===== config.mk =====
export PLATFORM = sky130hd
export DESIGN_NAME = stage_ii
export DESIGN_NICKNAME = d
export VERILOG_FILES = /design/src/rtl/stage_ii.sv
export SDC_FILE = /design/constraint.sdc
export NUM_CORES = 1
export LEC_CHECK = 0
export ABC_CLOCK_PERIOD_IN_PS = 11950
export BUFFER_PORTS_ARGS = -buffer_cell sky130_fd_sc_hd__buf_2
export CAP_MARGIN = 20
export CORE_UTILIZATION = 55
export DETAILED_ROUTE_END_ITERATION = 16
export PLACE_DENSITY = 0.72
export RECOVER_POWER = 25
export SLEW_MARGIN = 10
export SYNTH_ARGS = -nofsm -noshare
export SYNTH_HDL_FRONTEND = slang
export SYNTH_SLANG_ARGS = --single-unit
export TNS_END_PERCENT = 50

===== constraint.sdc =====
create_clock -name clock -period 11.95 [get_ports clock]
set_input_delay 2.39 -clock clock [delete_from_list [all_inputs] [get_ports clock]]
set_output_delay 2.39 -clock clock [all_outputs]
set_load 0.03 [all_outputs]

===== src/rtl/stage_ii.sv =====
// stage_ii: radix-2^2 SDF FFT stage built around the BF2II butterfly.
// The upstream sample is sign-extended, optionally rotated by -j, then either
// passed into the feedback delay line (s=0) or combined with the delay-line
// output in an add/sub butterfly (s=1). The result is registered once.
// Optional feature macro: STAGE_II_SAT_EN (saturating butterfly and negation;
// when undefined all arithmetic wraps modulo 2^data_width).
module stage_ii #(
    parameter int data_width   = 14,
    parameter int add_g        = 1,
    parameter int shift_stages = 16
) (
    input  logic                          clock,
    input  logic                          reset,
    input  logic                          enable,
    input  logic                          s,
    input  logic                          t,
    input  logic [data_width-add_g-1:0]   prvs_r,
    input  logic [data_width-add_g-1:0]   prvs_i,
    output logic [data_width-1:0]         tonext_r,
    output logic [data_width-1:0]         tonext_i,
    output logic                          primed
);

    localparam int CW = $clog2(shift_stages + 1);

    typedef logic signed [data_width-1:0] word_t;

    localparam word_t WORD_MAX = {1'b0, {(data_width-1){1'b1}}};
    localparam word_t WORD_MIN = {1'b1, {(data_width-1){1'b0}}};
    localparam word_t WORD_ZERO = {data_width{1'b0}};
    localparam logic [CW-1:0] FULL_COUNT = CW'(shift_stages);

    // Two's-complement negation; the saturating build maps the most-negative
    // value to +max instead of letting it wrap back onto itself.
    function automatic word_t neg_fn(input word_t a);
`ifdef STAGE_II_SAT_EN
        if (a == WORD_MIN) begin
            return WORD_MAX;
        end else begin
            return -a;
        end
`else
        return -a;
`endif
    endfunction

    // Butterfly add (sub=0) or subtract (sub=1) at data_width precision.
    function automatic word_t addsub_fn(input word_t a, input word_t b, input logic sub);
`ifdef STAGE_II_SAT_EN
        logic signed [data_width:0] w;
        if (sub) begin
            w = {a[data_width-1], a} - {b[data_width-1], b};
        end else begin
            w = {a[data_width-1], a} + {b[data_width-1], b};
        end
        if (w[data_width] != w[data_width-1]) begin
            return w[data_width] ? WORD_MIN : WORD_MAX;
        end else begin
            return w[data_width-1:0];
        end
`else
        if (sub) begin
            return a - b;
        end else begin
            return a + b;
        end
`endif
    endfunction

    word_t          dl_re_r [shift_stages];
    word_t          dl_im_r [shift_stages];
    logic [CW-1:0]  cnt_r;
    logic           primed_r;

    word_t          xr_s, xi_s;
    word_t          xpr_s, xpi_s;
    word_t          from_re_s, from_im_s;
    word_t          next_re_s, next_im_s;
    word_t          toreg_re_s, toreg_im_s;
    logic [CW-1:0]  cnt_next_s;

    assign from_re_s = dl_re_r[shift_stages-1];
    assign from_im_s = dl_im_r[shift_stages-1];
    assign primed    = primed_r;

    // Input conditioning, optional -j rotation and the BF2II butterfly.
    always_comb begin
        xr_s       = word_t'($signed(prvs_r));
        xi_s       = word_t'($signed(prvs_i));
        xpr_s      = xr_s;
        xpi_s      = xi_s;
        next_re_s  = from_re_s;
        next_im_s  = from_im_s;
        toreg_re_s = xr_s;
        toreg_im_s = xi_s;
        if (s && t) begin
            xpr_s = xi_s;
            xpi_s = neg_fn(xr_s);
        end else begin
            xpr_s = xr_s;
            xpi_s = xi_s;
        end
        if (s) begin
            next_re_s  = addsub_fn(from_re_s, xpr_s, 1'b0);
            next_im_s  = addsub_fn(from_im_s, xpi_s, 1'b0);
            toreg_re_s = addsub_fn(from_re_s, xpr_s, 1'b1);
            toreg_im_s = addsub_fn(from_im_s, xpi_s, 1'b1);
        end else begin
            next_re_s  = from_re_s;
            next_im_s  = from_im_s;
            toreg_re_s = xpr_s;
            toreg_im_s = xpi_s;
        end
    end

    // Fill count advances on enabled cycles and sticks once the line is full.
    always_comb begin
        cnt_next_s = cnt_r;
        if (enable && (cnt_r != FULL_COUNT)) begin
            cnt_next_s = cnt_r + CW'(1);
        end else begin
            cnt_next_s = cnt_r;
        end
    end

    // Feedback delay line: head takes toreg, oldest word feeds the butterfly.
    always_ff @(posedge clock) begin
        if (reset) begin
            for (int k = 0; k < shift_stages; k++) begin
                dl_re_r[k] <= WORD_ZERO;
                dl_im_r[k] <= WORD_ZERO;
            end
        end else if (enable) begin
            dl_re_r[0] <= toreg_re_s;
            dl_im_r[0] <= toreg_im_s;
            for (int k = 1; k < shift_stages; k++) begin
                dl_re_r[k] <= dl_re_r[k-1];
                dl_im_r[k] <= dl_im_r[k-1];
            end
        end
    end

    // Fill counter and sticky primed flag.
    always_ff @(posedge clock) begin
        if (reset) begin
            cnt_r    <= {CW{1'b0}};
            primed_r <= 1'b0;
        end else begin
            cnt_r    <= cnt_next_s;
            primed_r <= primed_r | (cnt_next_s == FULL_COUNT);
        end
    end

    // Output register updates every clock regardless of enable.
    always_ff @(posedge clock) begin
        if (reset) begin
            tonext_r <= WORD_ZERO;
            tonext_i <= WORD_ZERO;
        end else begin
            tonext_r <= next_re_s;
            tonext_i <= next_im_s;
        end
    end

endmodule

## Yosys cells after proc, flatten, opt, wreduce, memory -nomap -nowiden

Memories as Yosys holds them, arrays and structs flattened.
Cells that the tools add are included.

- Input bits: 31
- Output and inout bits: 29
- Bits in writable memories: 448
- Word-level logic and storage cells: 93
- Memories kept: 2
- Flip-flop bits (word level): 34

Memory list:

| memory | depth | bits a word | rd ports | clocked after memory_dff | wr ports | line | source |
|---|---|---|---|---|---|---|---|
| dl_im_r | 16 | 14 | 16 | 0 | 16 | 71 | `word_t dl_im_r [shift_stages];` |
| dl_re_r | 16 | 14 | 16 | 0 | 16 | 70 | `word_t dl_re_r [shift_stages];` |

- Add/sub/neg operators: 6
- Muxes and demuxes: 44
- Bitwise logic cells: 33
- Equal/unequal tests: 2
- Reductions and logical operators: 2

Operators by type and width:

| kind | number |
|---|---|
| 14-bit two-way mux | 38 |
| 1-bit OR | 33 |
| 14-bit adder | 2 |
| 14-bit subtractor | 2 |
| 13-bit negator with 14-bit output | 1 |
| 5-bit by 1-bit adder with 5-bit output (second input constant) | 1 |
| 5-bit equality test (second input constant) | 1 |
| 1-bit two-way mux | 5 |
| 5-bit two-way mux | 1 |
| 5-bit != test (second input constant) | 1 |
| 1-bit logical AND | 2 |

## Logic depth before layout (Yosys ltp)

- Depth in word-level cells: 5
- Mapped depth: 17
- Depth with buffers taken out: 17

## Worst setup path before layout

No wires, ideal clock.

- Path type: input -> register
- Start point: input reset
- End point: memory dl_im_r[0][0] in the netlist's numbering, enable pin
- Cell stages on the path: 4
- Setup time: 0.628 ns
- Data arrival time: 8.572 ns
- Path slack: 2.750 ns
- Buffers on the path: 3
- Data required time: 11.322 ns
- Path through: clkbuf_1 -> clkbuf_1 -> buf_1 -> or2_2

RTL lines:

| what | line | source |
|---|---|---|
| start: declaration | 13 | `input logic reset,` |
| end: declaration | 71 |  |

==> results_dict.tcl <==
set metrics [dict create \
    grt_use_met1 0.2758 \
    groute.layer.met2.usage 0.3051 \
    clk_latency_ps 590 \
    hold_depth 1 \
    vias 11080 \
    syn_area_per_cell_um2 13.78 \
    clkTransAtPathRegs_ps 70 \
    max_freq_mhz 133.2 \
    cts_tree "done" \
    required_ps 12430 \
    gr-usage-all-layers 0.1970 \
    max-cap-violations 3 \
    path_class "input pin to register" \
    status "finished with violations" \
    drc 0 \
    syn_inst 1514 \
    holdWs_ps 469.9 \
    p_clk_frac 0.370 \
    synth.area.top_cells "edfxtp_1, and2_1, nor2b_1" \
    p_sw_w 0.0008919 \
    power_frac_comb 0.096 \
    fin_total_pwr_w 0.003772 \
    grt_pass1_wl_um 58870 \
    yosysWarnings 0 \
    cts-root-buf "clkbuf_16" \
    synth.most_common_cell "edfxtp_1" \
    seq_area_frac_synth 0.6777 \
    reg2reg_slack_ps 9210 \
    postRouteAntennaNets 0 \
    top_usage_layer "met2" \
    yosys-top-cells-count "edfxtp_1, and2_1, nor2b_1" \
    wl_per_cell_um 17.78 \
    ir_drop_uv 164.6 \
    globalRouteOverflowTotal 0 \
    finalSetupTns_ps 0 \
    final_max_slew_viol_count 182 \
    synth_fp_nets 1608 \
    antenna_found_initial 1 \
    worst_slew_pin_slew_ps 3283 \
    hpwlAfterDp_um 22650 \
    use_met3 0.03474 \
    violations "capacitance limit, slew limit" \
    r2r_cells 12 \
    finalWeightedCongestion 0.8775 \
    crit_fanout 75 \
    ys_types 65 \
    critPathArrivalTime_ps 7980 \
    final_layout_size_suffix_gt1_frac 0.08579 \
    cts.path.max_buffers 3 \
    power.density_nw_per_um2 164.1 \
    rsz0062_at_grt "false" \
    totalWireLength_um 37360 \
    fp.coreArea_um2 36960 \
    synth_edf_count 448 \
    cts_hold_buf 0 \
    setup-violations-final 0 \
    boundaryPins 60 \
    hp-class "register to register" \
    drtPass1Iterations 5 \
    p_leak_nw 8.974 \
    switching_share 0.2364 \
    finalCritPeriodShare 0.6281 \
    drt_iter0_markers 700 \
    finalHoldViolCount 0 \
    syn2layout_area_growth_pct 10.22 \
    postCtsSetupRepairBufs 0 \
    dieArea_um2 38700 \
    synth_top_area_share 0.6450 \
    syn_area_um2 20860 \
    cp-end-kind "register" \
    cts_made_buffers 48 \
    internal_power_w 0.002880 \
    skew_ps 23.55 \
    antenna_cells 0 \
    async_flop_share 0 \
    numClockSinks 482 \
    htreeDepth 2 \
    yosys.area.top_type "edfxtp_1" \
    fp.dieH_um 196.7 \
    viasPerCell 5.272 \
    numPortBuffers 59 \
    p_seq_frac 0.534 \
    die_w_um 196.7 \
    ys.flop_type "edfxtp_1" \
    rows 70 \
    final.min_clock_period_ps 7505 \
    layout.nets 1652 \
    start_kind "input pin" \
    slew_headroom -1.193 \
    cts_resized 0 \
    ys_ff_latch 482 \
    grt_max_degree 212 \
    grt_pass1_vias 10850 \
    start_util 0.5643 \
]
## cells by family after synthesis
logic type                 synth area share
adders and majority gates           0.03923
muxes                               0.01974
DFF                                  0.6777
buffers and inverters               0.02310
AOI/OAI and AO/OA                   0.05039
and+or+nand+nor                      0.1697
xor gates and xnor gates            0.02016
## registers in the layout, indices dropped and copies added, names as in the netlist
signal and cells:
cnt_r 5, dl_im_r 224, dl_re_r 224, primed 1, tonext_i 14, tonext_r 14
## through the flow
step,std cells,instance area [um2],utilization,setup slack (ps)
after floorplan,1514,20860,-,2750
after global placement,2012,21600,0.5843,6058
after detailed placement,2012,21600,0.5843,6025
after global routing,2101,22990,0.6219,3822
final,2101,22990,0.6219,4445
after CTS,2101,23040,0.6235,6660
## placed cells by master, fill, tap and decap left out, types with 5 or more instances in the layout
cell / instances
a211oi_1: 25
a21o_1: 9
a21oi_1: 36
a31oi_1: 9
and2_0: 32
and2_1: 221
buf_2: 28
buf_4: 8
clkbuf_1: 46
clkbuf_16: 49
clkinv_1: 7
clkinv_2: 9
dfxtp_1: 34
edfxtp_1: 448
ha_1: 59
inv_1: 50
mux2_2: 16
mux2i_1: 22
nand2_1: 29
nand2b_1: 5
nand3_1: 6
nor2_1: 75
nor2b_1: 187
nor3_1: 16
nor4_1: 5
o21ai_0: 17
o21ai_1: 13
o21bai_1: 9
o31ai_1: 5
xnor2_1: 34
xor2_1: 14
## worst max-delay path, stage by stage
cell	delay [ps]
clkbuf_1	1830
clkbuf_1	2310
buf_4	900
nor4b_1	120
a311o_1	340
## path summary, 6_finish.rpt
| kind | from | endpoint |
|---|---|---|
| min | primed | primed |
| min reg2reg | primed | primed |
| max reg2reg | dl_im_r[0][210] | dl_im_r[0][12] |
| max | reset | tonext_r[12] |
## metal layers
metal	vias up	part of all wire
met3	72	0.036
met2	195	0.45
met5	-	0.00024
met4	2	0.035
li1	5382	-
met1	5425	0.47
## final cells by class
class,count,area (um2)
sequential,482,14130
fill,2762,13970
multi-input combinational,906,6243
clock buffer,65,1306
tap,504,630.6
timing repair buffer,69,340.3
inverter,51,191.4
clock inverter,24,141.4
## power by group through the flow
stage	Clock, W	Combinational [W]	Sequential [W]
after floorplan	0	0.000252	0.00206
after global placement	0	0.000363	0.00205
after detailed placement	0	0.000364	0.00205
after CTS	0.00144	0.000368	0.00201
after global routing	0.00149	0.000401	0.00202
final	0.00140	0.000363	0.00201
Note: power is estimated with default switching activity, not from simulation.
